`config.mk`:
```
export PLATFORM = sky130hd
export DESIGN_NAME = sample_pair_packer
export DESIGN_NICKNAME = d
export VERILOG_FILES = /design/src/rtl/sample_pair_packer.sv
export SDC_FILE = /design/constraint.sdc
export NUM_CORES = 1
export LEC_CHECK = 0
export ABC_AREA = 1
export ABC_CLOCK_PERIOD_IN_PS = 9300
export CORE_UTILIZATION = 30
export DETAILED_ROUTE_END_ITERATION = 7
export GPL_ROUTABILITY_DRIVEN = 0
export PLACE_DENSITY = 0.53
export RECOVER_POWER = 100
export SLEW_MARGIN = 30
export SYNTH_ARGS = -nofsm -noshare
export SYNTH_HDL_FRONTEND = slang
export SYNTH_SLANG_ARGS = --single-unit
```
`constraint.sdc`:
```
create_clock -name clk_i -period 9.3 [get_ports clk_i]
set_input_delay 1.86 -clock clk_i [delete_from_list [all_inputs] [get_ports clk_i]]
set_output_delay 1.86 -clock clk_i [all_outputs]
set_load 0.05 [all_outputs]
```
`src/rtl/sample_pair_packer.sv`:
```
// Packs a serial row of samples into {odd, even} pairs for the vertical DWT stage,
// extending odd-length lines symmetrically. Optional: SAMPLE_PAIR_PACKER_LENGTH_CHECK_EN.
module sample_pair_packer #(
  parameter  int DataWidth       = 16,
  parameter  int MaximumSideSize = 512,
  localparam int SW              = $clog2(MaximumSideSize)
) (
  input  logic                   clk_i,
  input  logic                   rst_ni,
  input  logic [SW-1:0]          side_size_i,
  input  logic                   din_valid_i,
  output logic                   din_ready_o,
  input  logic                   din_eol_i,
  input  logic [DataWidth-1:0]   din_i,
  output logic                   dout_valid_o,
  input  logic                   dout_ready_i,
  output logic                   dout_eol_o,
  output logic [2*DataWidth-1:0] dout_o,
  output logic                   err_o
);

  typedef enum logic {EVEN = 1'b0, ODD = 1'b1} state_t;

  state_t                 state_r;
  logic [SW-1:0]          col_r;
  logic [SW-1:0]          n_r;
  logic [DataWidth-1:0]   even_r;
  logic [DataWidth-1:0]   prev_odd_r;
  logic                   dout_valid_r;
  logic                   dout_eol_r;
  logic [2*DataWidth-1:0] dout_r;

  logic [SW-1:0] n_cur_s;
  logic          last_s;
  logic          out_free_s;
  logic          din_ready_s;
  logic          accept_s;
  logic          load_s;

  function automatic logic [SW-1:0] clamp_side(input logic [SW-1:0] side);
    if (side < SW'(2)) begin
      return SW'(2);
    end else begin
      return side;
    end
  endfunction

  // Line length in force for the current sample, handshake and pair-load decode
  always_comb begin
    n_cur_s     = n_r;
    last_s      = 1'b0;
    out_free_s  = 1'b0;
    din_ready_s = 1'b1;
    accept_s    = 1'b0;
    load_s      = 1'b0;
    // Line length is only sampled at column 0 so mid-line changes are ignored
    if (col_r == SW'(0)) begin
      n_cur_s = clamp_side(side_size_i);
    end else begin
      n_cur_s = n_r;
    end
    last_s     = (col_r == (n_cur_s - SW'(1)));
    out_free_s = !dout_valid_r || dout_ready_i;
    if ((state_r == ODD) || last_s) begin
      din_ready_s = out_free_s;
    end else begin
      din_ready_s = 1'b1;
    end
    accept_s = din_valid_i && din_ready_s;
    load_s   = accept_s && ((state_r == ODD) || last_s);
  end

  // Framing state, sample holding registers and the output pair register
  always_ff @(posedge clk_i or negedge rst_ni) begin
    if (!rst_ni) begin
      state_r      <= EVEN;
      col_r        <= SW'(0);
      n_r          <= SW'(2);
      even_r       <= '0;
      prev_odd_r   <= '0;
      dout_valid_r <= 1'b0;
      dout_eol_r   <= 1'b0;
      dout_r       <= '0;
    end else begin
      if (accept_s) begin
        if (col_r == SW'(0)) begin
          n_r <= n_cur_s;
        end
        col_r <= last_s ? SW'(0) : (col_r + SW'(1));
        case (state_r)
          EVEN: begin
            // The last sample of an odd line pairs with prev_odd and stays in EVEN
            if (!last_s) begin
              even_r  <= din_i;
              state_r <= ODD;
            end
          end
          ODD: begin
            prev_odd_r <= din_i;
            state_r    <= EVEN;
          end
          default: state_r <= EVEN;
        endcase
      end
      if (load_s) begin
        dout_valid_r <= 1'b1;
        dout_eol_r   <= last_s;
        dout_r       <= (state_r == ODD) ? {din_i, even_r} : {prev_odd_r, din_i};
      end else if (dout_valid_r && dout_ready_i) begin
        dout_valid_r <= 1'b0;
      end
    end
  end

`ifdef SAMPLE_PAIR_PACKER_LENGTH_CHECK_EN
  logic err_r;

  // Sticky flag: upstream end-of-line marker disagrees with the local column count
  always_ff @(posedge clk_i or negedge rst_ni) begin
    if (!rst_ni) begin
      err_r <= 1'b0;
    end else if (accept_s && (din_eol_i != last_s)) begin
      err_r <= 1'b1;
    end
  end

  assign err_o = err_r;
`else
  logic unused_eol_s;
  assign unused_eol_s = din_eol_i;
  assign err_o        = 1'b0;
`endif

  assign din_ready_o  = din_ready_s;
  assign dout_valid_o = dout_valid_r;
  assign dout_eol_o   = dout_eol_r;
  assign dout_o       = dout_r;

endmodule

```
Word-level counts from Yosys, hierarchy flattened:

Index checks and enable logic that the tools add are counted.

* equal/unequal tests: 1
* order comparisons: 1
* bitwise gates (word level): 2
* multiplexer cells: 9
* reduce and logical (&&, ||, !) cells: 11
* add/subtract/negate cells: 2

Operator list (number)
* 32-bit 2-to-1 mux: 1
* 9-bit 2-to-1 mux: 3
* 9-bit by 1-bit adder with 9-bit output (second input constant): 1
* 9-bit == test: 1
* 9-bit logical NOT: 1
* 9-bit by 2-bit less-than comparator with 1-bit output (second input constant): 1
* 9-bit by 1-bit subtractor with 9-bit output (second input constant): 1
* 1-bit 2-to-1 mux: 4
* 2-bit AND reduction: 2
* 1-bit logical AND: 3
* 3-bit AND reduction: 1
* 1-bit logical OR: 2
* 1-bit inverter: 2
* 1-bit one-hot mux with 2 select lines: 1
* 2-bit nonzero test: 1
* 1-bit logical NOT: 1

* output and inout bits: 36
* bits in registers: 85
* logic and storage cells: 34
* bits of input ports: 30

Depth between registers and ports, before layout:

Gate-level depths: netlist of run 1.

* depth after elaboration: 10
* gate-level depth with buffers: 26
* depth with buffers taken out: 24

Least setup slack after synthesis of run 1:

Ideal clock, no wire load.

* path type: input to output
* start: input side_size_i[8]
* end: output din_ready_o
* stages: 18
* path buffers: 1
* path slack: 3.780 ns
* arrival time: 3.660 ns
* required time: 7.440 ns
* cell sequence: inv_1 -> nand2_1 -> nor2_1 -> nand2_1 -> nand2_1 -> nand2_1 -> nand2_1 -> inv_1 -> ha_1 -> xor2_1 -> nand3_1 -> nor2_1 -> nand2_1 -> nor2_1 -> nand2_4 -> nand2_2 -> nand2_1 -> buf_2

* word-level cells in the longest chain between the ends: 7

Ends and longest elaborated chain
* start, declared: line 10 `input logic [SW-1:0] side_size_i,`
* 9-bit by 2-bit less-than comparator with 1-bit output: line 41 `if (side < SW'(2)) begin`
* 9-bit 2-to-1 mux (*): line 41
* 9-bit 2-to-1 mux (*): line 57 `if (col_r == SW'(0)) begin`
* 9-bit by 1-bit subtractor with 9-bit output (*): line 62 `last_s = (col_r == (n_cur_s - SW'(1)));`
* 9-bit == test (*): line 62
* 1-bit logical OR (*): line 64 `if ((state_r == ODD) || last_s) begin`
* 1-bit 2-to-1 mux (*): line 64
* end, declared: line 12 `output logic din_ready_o,`

Mark *: on every way between the ends. The rest lies on a longest branch, timed or not.

Worst setup path after layout of run 1:

* start: input side_size_i[3]
* end: output din_ready_o

Same word-level chain as after synthesis.

==> impl_metrics.py, run 1 <==
metrics = {
    "clock_tree": {
        "cts_setup_buffers": 0,
        "cts.sinks": 85,
        "htree_levels": 3,
        "insertion_delay_ns": 0.35,
        "clk_path_buf_depth": 2,
        "root_buffer": "clkbuf_16",
        "cts_tree": "done",
        "hold_buffers": 0,
        "clkTransAtPathRegs_ns": 0.06,
        "cts_inserted_buffers": 9,
        "cts_resized": 0,
    },
    "drt": {
        "wl_per_cell_um": 12.9,
        "drt-total-wl_mm": 10.4,
        "viasPerCell": 4.57,
        "route.antenna.remaining_nets": 0,
        "vias": 3680,
        "drcViolationCount": 0,
        "dr_wl_met3_um": 572,
        "top_layer": "met4",
        "drt-met1-wl_mm": 4.49,
        "routed-wl-met2_mm": 5.07,
        "drt-pass1-iter-count": 4,
        "first_iter_violations": 263,
    },
    "timing": {
        "setup_violations": 0,
        "max-slew-margin-rel": -0.774,
        "rsz0062_at_grt": "false",
        "worst_pin_slew_ns": 2.66,
        "hold_viol": 0,
        "fin_crit_sh": 0.798,
        "slew_viol_final": 153,
        "skew_ns": 0.00883,
        "period_needed_ns": 7.42,
        "max_freq_ghz": 0.135,
        "tns_ns": 0,
    },
    "logic_synthesis": {
        "netlist_top_cells_area": "dfrtp_1 47%, nand2_1 18%, o21ai_0 7.7%",
        "avgSynthCellArea_um2": 7.82,
        "synth_area_mm2": 0.00444,
        "synth_warnings": 0,
        "synthCells": 568,
        "synth_cell_types": 29,
        "synth_nets": 601,
        "yosys.area.top_type": "dfrtp_1",
        "synth_top_area_share": 0.473,
        "synth-seq-area-share": 0.479,
        "ys_ff_latch": 85,
    },
    "setup_path": {
        "worstPathArrival_ns": 5.56,
        "endpoint_kind": "output pin",
        "crit_path_end": "din_ready_o",
        "cp_data_required_time_ns": 7.44,
        "crit_type": "primary input to output pin",
        "r2r-end": "dout_o[13]",
        "rr_worst_depth": 20,
        "ff2ff_setup_slack_ns": 4.05,
        "start_kind": "primary input",
        "crit-reg2reg-launch": "col_r[0]",
        "cp_max_fo": 12,
        "startpoint": "side_size_i[3]",
    },
    "global_routing": {
        "grt_pass1_vias": 3574,
        "globalRouteTotalUtil": 0.149,
        "grt_max_degree": 65,
        "grt_overflow": 0,
        "grt_pass1_wl_mm": 17.3,
        "antenna_found_initial": 0,
    },
    "power": {
        "p_leak_nw": 2.66,
        "p_per_area_mw_per_mm2": 371,
        "peakVddDrop_v": 0.000140,
    },
    "run": {
        "max_cap_violations": 3,
    },
    "status": {
        "violations": "max-capacitance violations, max-slew violations",
        "outcome": "finished with violations",
    },
    "placed_design": {
        "hpwlAfterDp_mm": 7.39,
        "placed_area_mm2": 0.00515,
        "port_buffers": 63,
    },
    "floorplanning": {
        "core_mm2": 0.0145,
        "initial_core_util": 0.307,
        "die_area_mm2": 0.0153,
        "die_w_um": 124,
        "rows": 44,
        "io_pins": 66,
        "die_y_um": 124,
    },
    "finish": {
        "area_delta_synth_final_pct": 20.7,
        "layout.nets": 650,
        "diodes": 0,
        "drive_gt1_frac": 0.0514,
        "fin_area_mm2": 0.00536,
    },
    "min_path": {
        "hold_class": "flip-flop to flip-flop",
    },
}
-- worst max-delay path, stage by stage --
cell	delay, ns
dlygate4sd3_1	0.59
inv_1	0.09
nand2_1	0.05
nor2_1	0.09
nand2_1	0.07
nand3_1	0.13
nand2_1	0.13
inv_1	0.08
ha_1	0.19
nand3_1	0.12
inv_1	0.14
nand2_1	0.06
nand2_1	0.06
nand2_1	0.05
nand2_1	0.05
nor2_1	0.04
nand2_1	0.27
nand2_1	0.15
nand2_1	0.40
dlygate4sd3_1	0.94
-- cells in the final DEF, fill, tap and decap left out, drive strengths merged --
cell,count
ha,3
xor2,8
clkdlybuf4s50,25
conb,1
nor2,18
nand2,217
buf,1
o211ai,2
dlygate4sd3,37
clkinvlp,1
o21ai,102
clkinv,2
or2,4
clkbuf,15
dfrtp,84
nor3,2
mux2i,5
nand4,13
inv,60
bufinv,1
nand3,20
dfstp,1
-- kinds of logic after synthesis --
| group | Yosys count | share of synthesized area |
|---|---|---|
| AO/OA/AOI/OAI | 104 | 0.138 |
| XOR/XNOR | 8 | 0.0158 |
| adder cells (fa/ha/maj) | 3 | 0.00845 |
| buffers and inverters | 88 | 0.0909 |
| flip-flops | 85 | 0.479 |
| multiplexers | 5 | 0.0113 |
| other | 1 | 0.000844 |
| AND/OR/NAND/NOR | 274 | 0.256 |
-- power breakdown --
part | switching, mW | internal (mW)
clock network | 0.147 | 0.231
logic | 0.663 | 0.310
registers | 0.102 | 0.534
total | 0.912 | 1.07
-- Yosys cell counts --
cell type / number
nand3_2: 1
dfstp_2: 1
ha_1: 3
nand2_1: 212
nor2_2: 4
conb_1: 1
inv_1: 59
buf_2: 6
xor2_1: 8
inv_2: 1
clkbuf_1: 10
mux2i_1: 5
o21ai_2: 23
nor2_1: 13
dfrtp_1: 84
nand4_1: 13
buf_6: 8
o21ai_0: 68
nor3_1: 2
buf_1: 1
nand2_4: 1
o21ai_1: 11
buf_4: 1
clkbuf_2: 2
nand2_2: 4
nand3_1: 19
o211ai_1: 2
nor2_4: 1
or2_2: 4
-- state kept, by name, indices dropped and copies added (netlist names) --
| signal | flops |
|---|---|
| dout_o | 32 |
| even_r | 16 |
| prev_odd_r | 16 |
| col_r | 9 |
| n_r | 9 |
| dout_eol_o | 1 |
| dout_valid_o | 1 |
| state_r | 1 |
-- worst min path at each step --
stage                start  slack [ns]  endpoint  cells after the start
global placement    n_r[1]        0.45    n_r[1]                      2
finish              n_r[1]        0.47    n_r[1]                      2
global route        n_r[1]        0.49    n_r[1]                      2
floorplan           n_r[6]        0.44    n_r[6]                      2
CTS                 n_r[1]        0.47    n_r[1]                      2
detailed placement  n_r[1]        0.46    n_r[1]                      2
-- cell type report --
type / instances / area (um^2)
clock buffers: 12 / 267
inverters: 60 / 225
repair buffers: 66 / 639
flip-flops and latches: 85 / 2130
fillers: 1528 / 9110
multi-input cells: 395 / 1820
well taps: 184 / 230
clock inverters: 4 / 55.1
-- metal layers --
layer	GRT usage	vias up
li1	-	1893
met1	0.175	1702
met2	0.251	70
met3	0.0389	15
met4	0.0768	0
met5	0	-
-- per-stage QoR --
stage | utilization | setup slack, ns | total power [mW] | hold WS (ns) | cells
3_5_place_dp | 0.355 | 2.17 | 1.70 | 0.461 | 790
4_1_cts | 0.378 | 2.16 | 2.09 | 0.470 | 806
2_1_floorplan | - | 3.78 | 1.43 | 0.437 | 568
5_1_grt | 0.370 | 1.52 | 2.16 | 0.492 | 806
3_3_place_gp | 0.355 | 2.24 | 1.68 | 0.454 | 790
6_report | 0.370 | 1.88 | 1.99 | 0.465 | 806
(Power assumes the default switching activity.)
==> run 2: changes to the inputs <==
- ABC_CLOCK_PERIOD_IN_PS: 9300 -> 6700
- PLACE_DENSITY: 0.53 -> 0.55
- clock period: 9.3 -> 6.7 ns (I/O delays scaled with it)
==> impl_metrics.py, run 2 (same netlist as run 1, synthesis figures left out) <==
metrics = {
    "timing": {
        "fin_crit_sh": 0.902,
        "slew_viol_final": 88,
        "hold_viol": 0,
        "max-slew-margin-rel": -0.943,
        "tns_ns": 0,
        "setup_violations": 0,
        "rsz0062_at_grt": "false",
        "max_freq_ghz": 0.165,
        "period_needed_ns": 6.04,
        "skew_ns": 0.00596,
        "worst_pin_slew_ns": 2.91,
    },
    "floorplanning": {
        "die_w_um": 124,
        "rows": 44,
        "core_mm2": 0.0145,
        "die_area_mm2": 0.0153,
        "die_y_um": 124,
        "io_pins": 66,
        "initial_core_util": 0.307,
    },
    "finish": {
        "layout.nets": 651,
        "diodes": 0,
        "fin_area_mm2": 0.00535,
        "final_cell_mix": "214 x nand2_1, 98 x o21ai_0, 84 x dfrtp_1, 60 x inv_1, 36 x dlygate4sd3_1",
        "largest_register_ffs": 32,
        "final_common_cell": "nand2_1",
        "area_delta_synth_final_pct": 20.5,
        "drive_gt1_frac": 0.0483,
    },
    "global_routing": {
        "grt_overflow": 0,
        "antenna_found_initial": 0,
        "grt_max_degree": 55,
        "grt_pass1_vias": 3678,
        "globalRouteTotalUtil": 0.154,
        "grt_pass1_wl_mm": 18.1,
    },
    "status": {
        "outcome": "finished with violations",
        "violations": "max-capacitance violations, max-slew violations",
    },
    "setup_path": {
        "worstPathArrival_ns": 4.70,
        "cp_max_fo": 9,
        "start_kind": "primary input",
        "cp_data_required_time_ns": 5.36,
        "endpoint_kind": "output pin",
        "crit_type": "primary input to output pin",
    },
    "clock_tree": {
        "root_buffer": "clkbuf_16",
        "cts.sinks": 85,
        "cts_resized": 0,
        "clk_path_buf_depth": 2,
        "hold_buffers": 0,
        "htree_levels": 3,
        "cts_inserted_buffers": 9,
        "cts_setup_buffers": 0,
        "clkTransAtPathRegs_ns": 0.06,
        "insertion_delay_ns": 0.34,
        "cts_tree": "done",
    },
    "run": {
        "max_cap_violations": 2,
    },
    "drt": {
        "drcViolationCount": 0,
        "drt-pass1-iter-count": 4,
        "first_iter_violations": 257,
        "vias": 3699,
        "viasPerCell": 4.60,
        "drt-total-wl_mm": 10.8,
        "route.antenna.remaining_nets": 0,
        "wl_per_cell_um": 13.4,
    },
    "power": {
        "p_leak_nw": 2.66,
        "p_per_area_mw_per_mm2": 519,
        "peakVddDrop_v": 0.000215,
    },
    "placed_design": {
        "hpwlAfterDp_mm": 7.57,
        "port_buffers": 63,
        "placed_area_mm2": 0.00515,
    },
    "min_path": {
        "hold_class": "flip-flop to flip-flop",
    },
}
## run 2: cell count changes in the layout (fill, tap and decap cells not counted)
cell / change
o21ai_1: +1
bufinv_16: +1
clkdlybuf4s50_1: +1
inv_6: +1
nand3_2: -1
clkinvlp_4: -1
clkbuf_8: -3
nand3_1: +1
o21ai_0: -1
clkbuf_2: +1
dlygate4sd3_1: -1
## run 2: critical path, stage by stage
cell             delay [ns]
clkdlybuf4s50_1        0.46
inv_1                  0.11
nand2_1                0.06
nor2_1                 0.13
nand2_1                0.08
nand3_1                0.14
nand2_1                0.13
inv_1                  0.08
ha_1                   0.19
nand3_1                0.12
inv_1                  0.15
nand2_1                0.07
nand2_1                0.07
nand2_1                0.05
nand2_1                0.05
nor2_1                 0.04
nand2_1                0.25
nand2_1                0.12
nand2_1                0.15
dlygate4sd3_1          0.89
## run 2: layer usage
metal	part of all wire	GRT usage	wire length, um	vias up
met4	0.0082	0.0414	88	0
met3	0.060	0.0412	645	8
met1	0.42	0.178	4570	1717
met5	0	0	0	-
li1	-	-	-	1894
met2	0.51	0.278	5480	80
## run 2: layout make-up
cell class	instances	area [um^2]
timing repair buffer	67	644
multi-input combinational	395	1810
sequential	85	2130
clock buffer	9	225
clock inverter	5	86.3
inverter	60	225
fill	1541	9130
tap	184	230
## run 2: final timing paths
check	start	slack, ns	end	cells past startpoint
min in group asynchronous	rst_ni	1.44	dout_o[16]	1
max in group asynchronous	rst_ni	1.77	col_r[0]	2
hold reg to reg	n_r[1]	0.46	n_r[1]	2
hold / removal	n_r[1]	0.46	n_r[1]	2
setup / recovery	side_size_i[8]	0.66	din_ready_o	20
setup reg to reg	col_r[0]	1.92	dout_o[17]	21
## run 2: through the flow
stage	util	setup slack [ns]	power [mW]	hold slack [ns]	instances
after detailed placement	0.356	0.853	2.36	0.457	791
after global placement	0.356	0.883	2.34	0.451	791
after floorplan	-	2.22	1.98	0.437	568
final	0.370	0.656	2.78	0.465	805
after global routing	0.370	0.266	3.02	0.491	805
after CTS	0.377	0.840	2.91	0.470	805
## run 2: power by group
group | switching (mW) | total, mW | internal [mW]
combinational | 0.927 | 1.36 | 0.429
sequential | 0.145 | 0.885 | 0.740
clock | 0.211 | 0.536 | 0.325
==> run 3: changes to the inputs <==
--- a/config.mk
+++ b/config.mk
@@ -17,2 +17,3 @@
 export SYNTH_HDL_FRONTEND = slang
 export SYNTH_SLANG_ARGS = --single-unit
+export TNS_END_PERCENT = 20
==> constraint.sdc (replaced) <==
create_clock -name clk_i -period 6.7 [get_ports clk_i]
set_input_delay 0.67 -clock clk_i [delete_from_list [all_inputs] [get_ports clk_i]]
set_output_delay 0.67 -clock clk_i [all_outputs]
set_load 0.05 [all_outputs]
==> impl_metrics.py, run 3 (same netlist as run 1, synthesis figures left out) <==
metrics = {
    "setup_path": {
        "start_kind": "flip-flop",
        "cpMostUsedCell": "nand2_1",
        "crit_chain": "inv_1, ha_1, inv_1, nor2_1, nand2_1, nor2_4, nand3_1, nand2_1, inv_1, ha_1, xor2_1, nand3_1, nor2_1, nand2_1, nor2_1, nand2_1, nand2_2, nand2_1, dlygate4sd3_1",
        "cp_max_fo": 24,
        "worstPathArrival_ns": 4.65,
        "crit_type": "flip-flop to output pin",
        "slowest_stage": "dlygate4sd3_1",
        "cp_data_required_time_ns": 6.03,
        "slowest_delay_ns": 0.90,
        "endpoint_kind": "output pin",
    },
    "timing": {
        "fin_crit_sh": 0.794,
        "fin_ws_ns": 1.38,
        "hold_viol": 0,
        "skew_ns": 0.00961,
        "tns_ns": 0,
        "setup_violations": 0,
        "slew_viol_final": 70,
        "period_needed_ns": 5.32,
        "rsz0062_at_grt": "false",
        "whs_ns": 0.424,
        "max_freq_ghz": 0.188,
        "max-slew-margin-rel": -1.45,
        "worst_pin_slew_ns": 3.68,
    },
    "drt": {
        "drt-pass1-iter-count": 6,
        "first_iter_violations": 184,
        "route.antenna.remaining_nets": 0,
        "drt-total-wl_mm": 10.5,
        "vias": 3707,
        "viasPerCell": 4.60,
        "wl_per_cell_um": 13.0,
        "drcViolationCount": 0,
    },
    "clock_tree": {
        "cts_setup_buffers": 0,
        "hold_buffers": 0,
        "root_buffer": "clkbuf_16",
        "insertion_delay_ns": 0.34,
        "clk_path_buf_depth": 2,
        "clkTransAtPathRegs_ns": 0.07,
        "cts_resized": 0,
        "cts_inserted_buffers": 9,
        "cts_tree": "done",
        "cts.sinks": 85,
        "htree_levels": 3,
    },
    "placed_design": {
        "hpwlAfterDp_mm": 7.39,
        "dpl.cell_count": 790,
        "port_buffers": 63,
        "placed_area_mm2": 0.00515,
        "pre_cts_slack_ns": 1.91,
    },
    "power": {
        "p_per_area_mw_per_mm2": 510,
        "p_leak_nw": 2.64,
        "totalPowerFinal_mw": 2.72,
        "peakVddDrop_v": 0.000182,
    },
    "floorplanning": {
        "rows": 44,
        "die_y_um": 124,
        "die_area_mm2": 0.0153,
        "core_mm2": 0.0145,
        "die_w_um": 124,
        "io_pins": 66,
        "initial_core_util": 0.307,
    },
    "finish": {
        "diodes": 0,
        "largest_register_ffs": 32,
        "final_common_cell": "nand2_1",
        "final_cell_mix": "213 x nand2_1, 98 x o21ai_0, 84 x dfrtp_1, 60 x inv_1, 36 x dlygate4sd3_1",
        "final_core_util": 0.368,
        "layout.nets": 650,
        "fin_cells": 806,
        "drive_gt1_frac": 0.0498,
        "area_delta_synth_final_pct": 19.7,
        "fin_area_mm2": 0.00532,
    },
    "global_routing": {
        "globalRouteTotalUtil": 0.149,
        "grt_pass1_wl_mm": 17.5,
        "grt_overflow": 0,
        "grt_pass1_vias": 3586,
        "grt_max_degree": 70,
        "antenna_found_initial": 0,
    },
    "run": {
        "max_cap_violations": 1,
    },
    "status": {
        "violations": "max-capacitance violations, max-slew violations",
        "outcome": "finished with violations",
    },
    "min_path": {
        "hold_class": "primary input to async pin",
    },
}
==> run 3: cell types whose count changed in the layout (fill, tap and decap cells not counted), sizes merged <==
cell and delta:
bufinv -2, clkinv -1, clkbuf +1, inv +2, clkinvlp +1
==> run 3: area by class of cell <==
| cell class | count | area, um^2 |
|---|---|---|
| clock buffer | 11 | 243 |
| inverter | 60 | 225 |
| sequential | 85 | 2130 |
| timing repair buffer | 66 | 641 |
| multi-input combinational | 395 | 1810 |
| tap | 184 | 230 |
| fill | 1551 | 9160 |
| clock inverter | 5 | 41.3 |
==> run 3: routing by layer <==
| metal | global-route usage | wire length, um | up-vias |
|---|---|---|---|
| li1 | - | - | 1889 |
| met1 | 0.176 | 4540 | 1735 |
| met2 | 0.258 | 5240 | 73 |
| met3 | 0.0476 | 565 | 10 |
| met4 | 0.0444 | 119 | 0 |
| met5 | 0 | 0 | - |
==> run 3: power breakdown <==
part,internal (mW),switching (mW),leakage [nW]
clock,0.266,0.215,0.138
combinational,0.429,0.925,1.44
sequential,0.740,0.141,1.06
total,1.44,1.28,2.64
==> run 3: worst paths after layout <==
kind,from,depth (start not counted),endpoint,slack (ns)
worst max-delay path,col_r[0],19,din_ready_o,1.38
worst min-delay path,rst_ni,1,prev_odd_r[0],0.42
worst max register to register,col_r[0],21,dout_o[26],2.01
worst min register to register,n_r[1],2,n_r[1],0.46
max in group asynchronous,rst_ni,2,dout_o[19],2.28
min in group clk_i,n_r[1],2,n_r[1],0.46
==> run 3: worst max-delay path: cells and delay by family, from the launching register on <==
kind / cells / cell delay, ns
fa+ha+maj: 2 / 0.51
buf+inv: 4 / 1.15
simple gates: 12 / 2.03
xor+xnor: 1 / 0.15
flops: 1 / 0.44
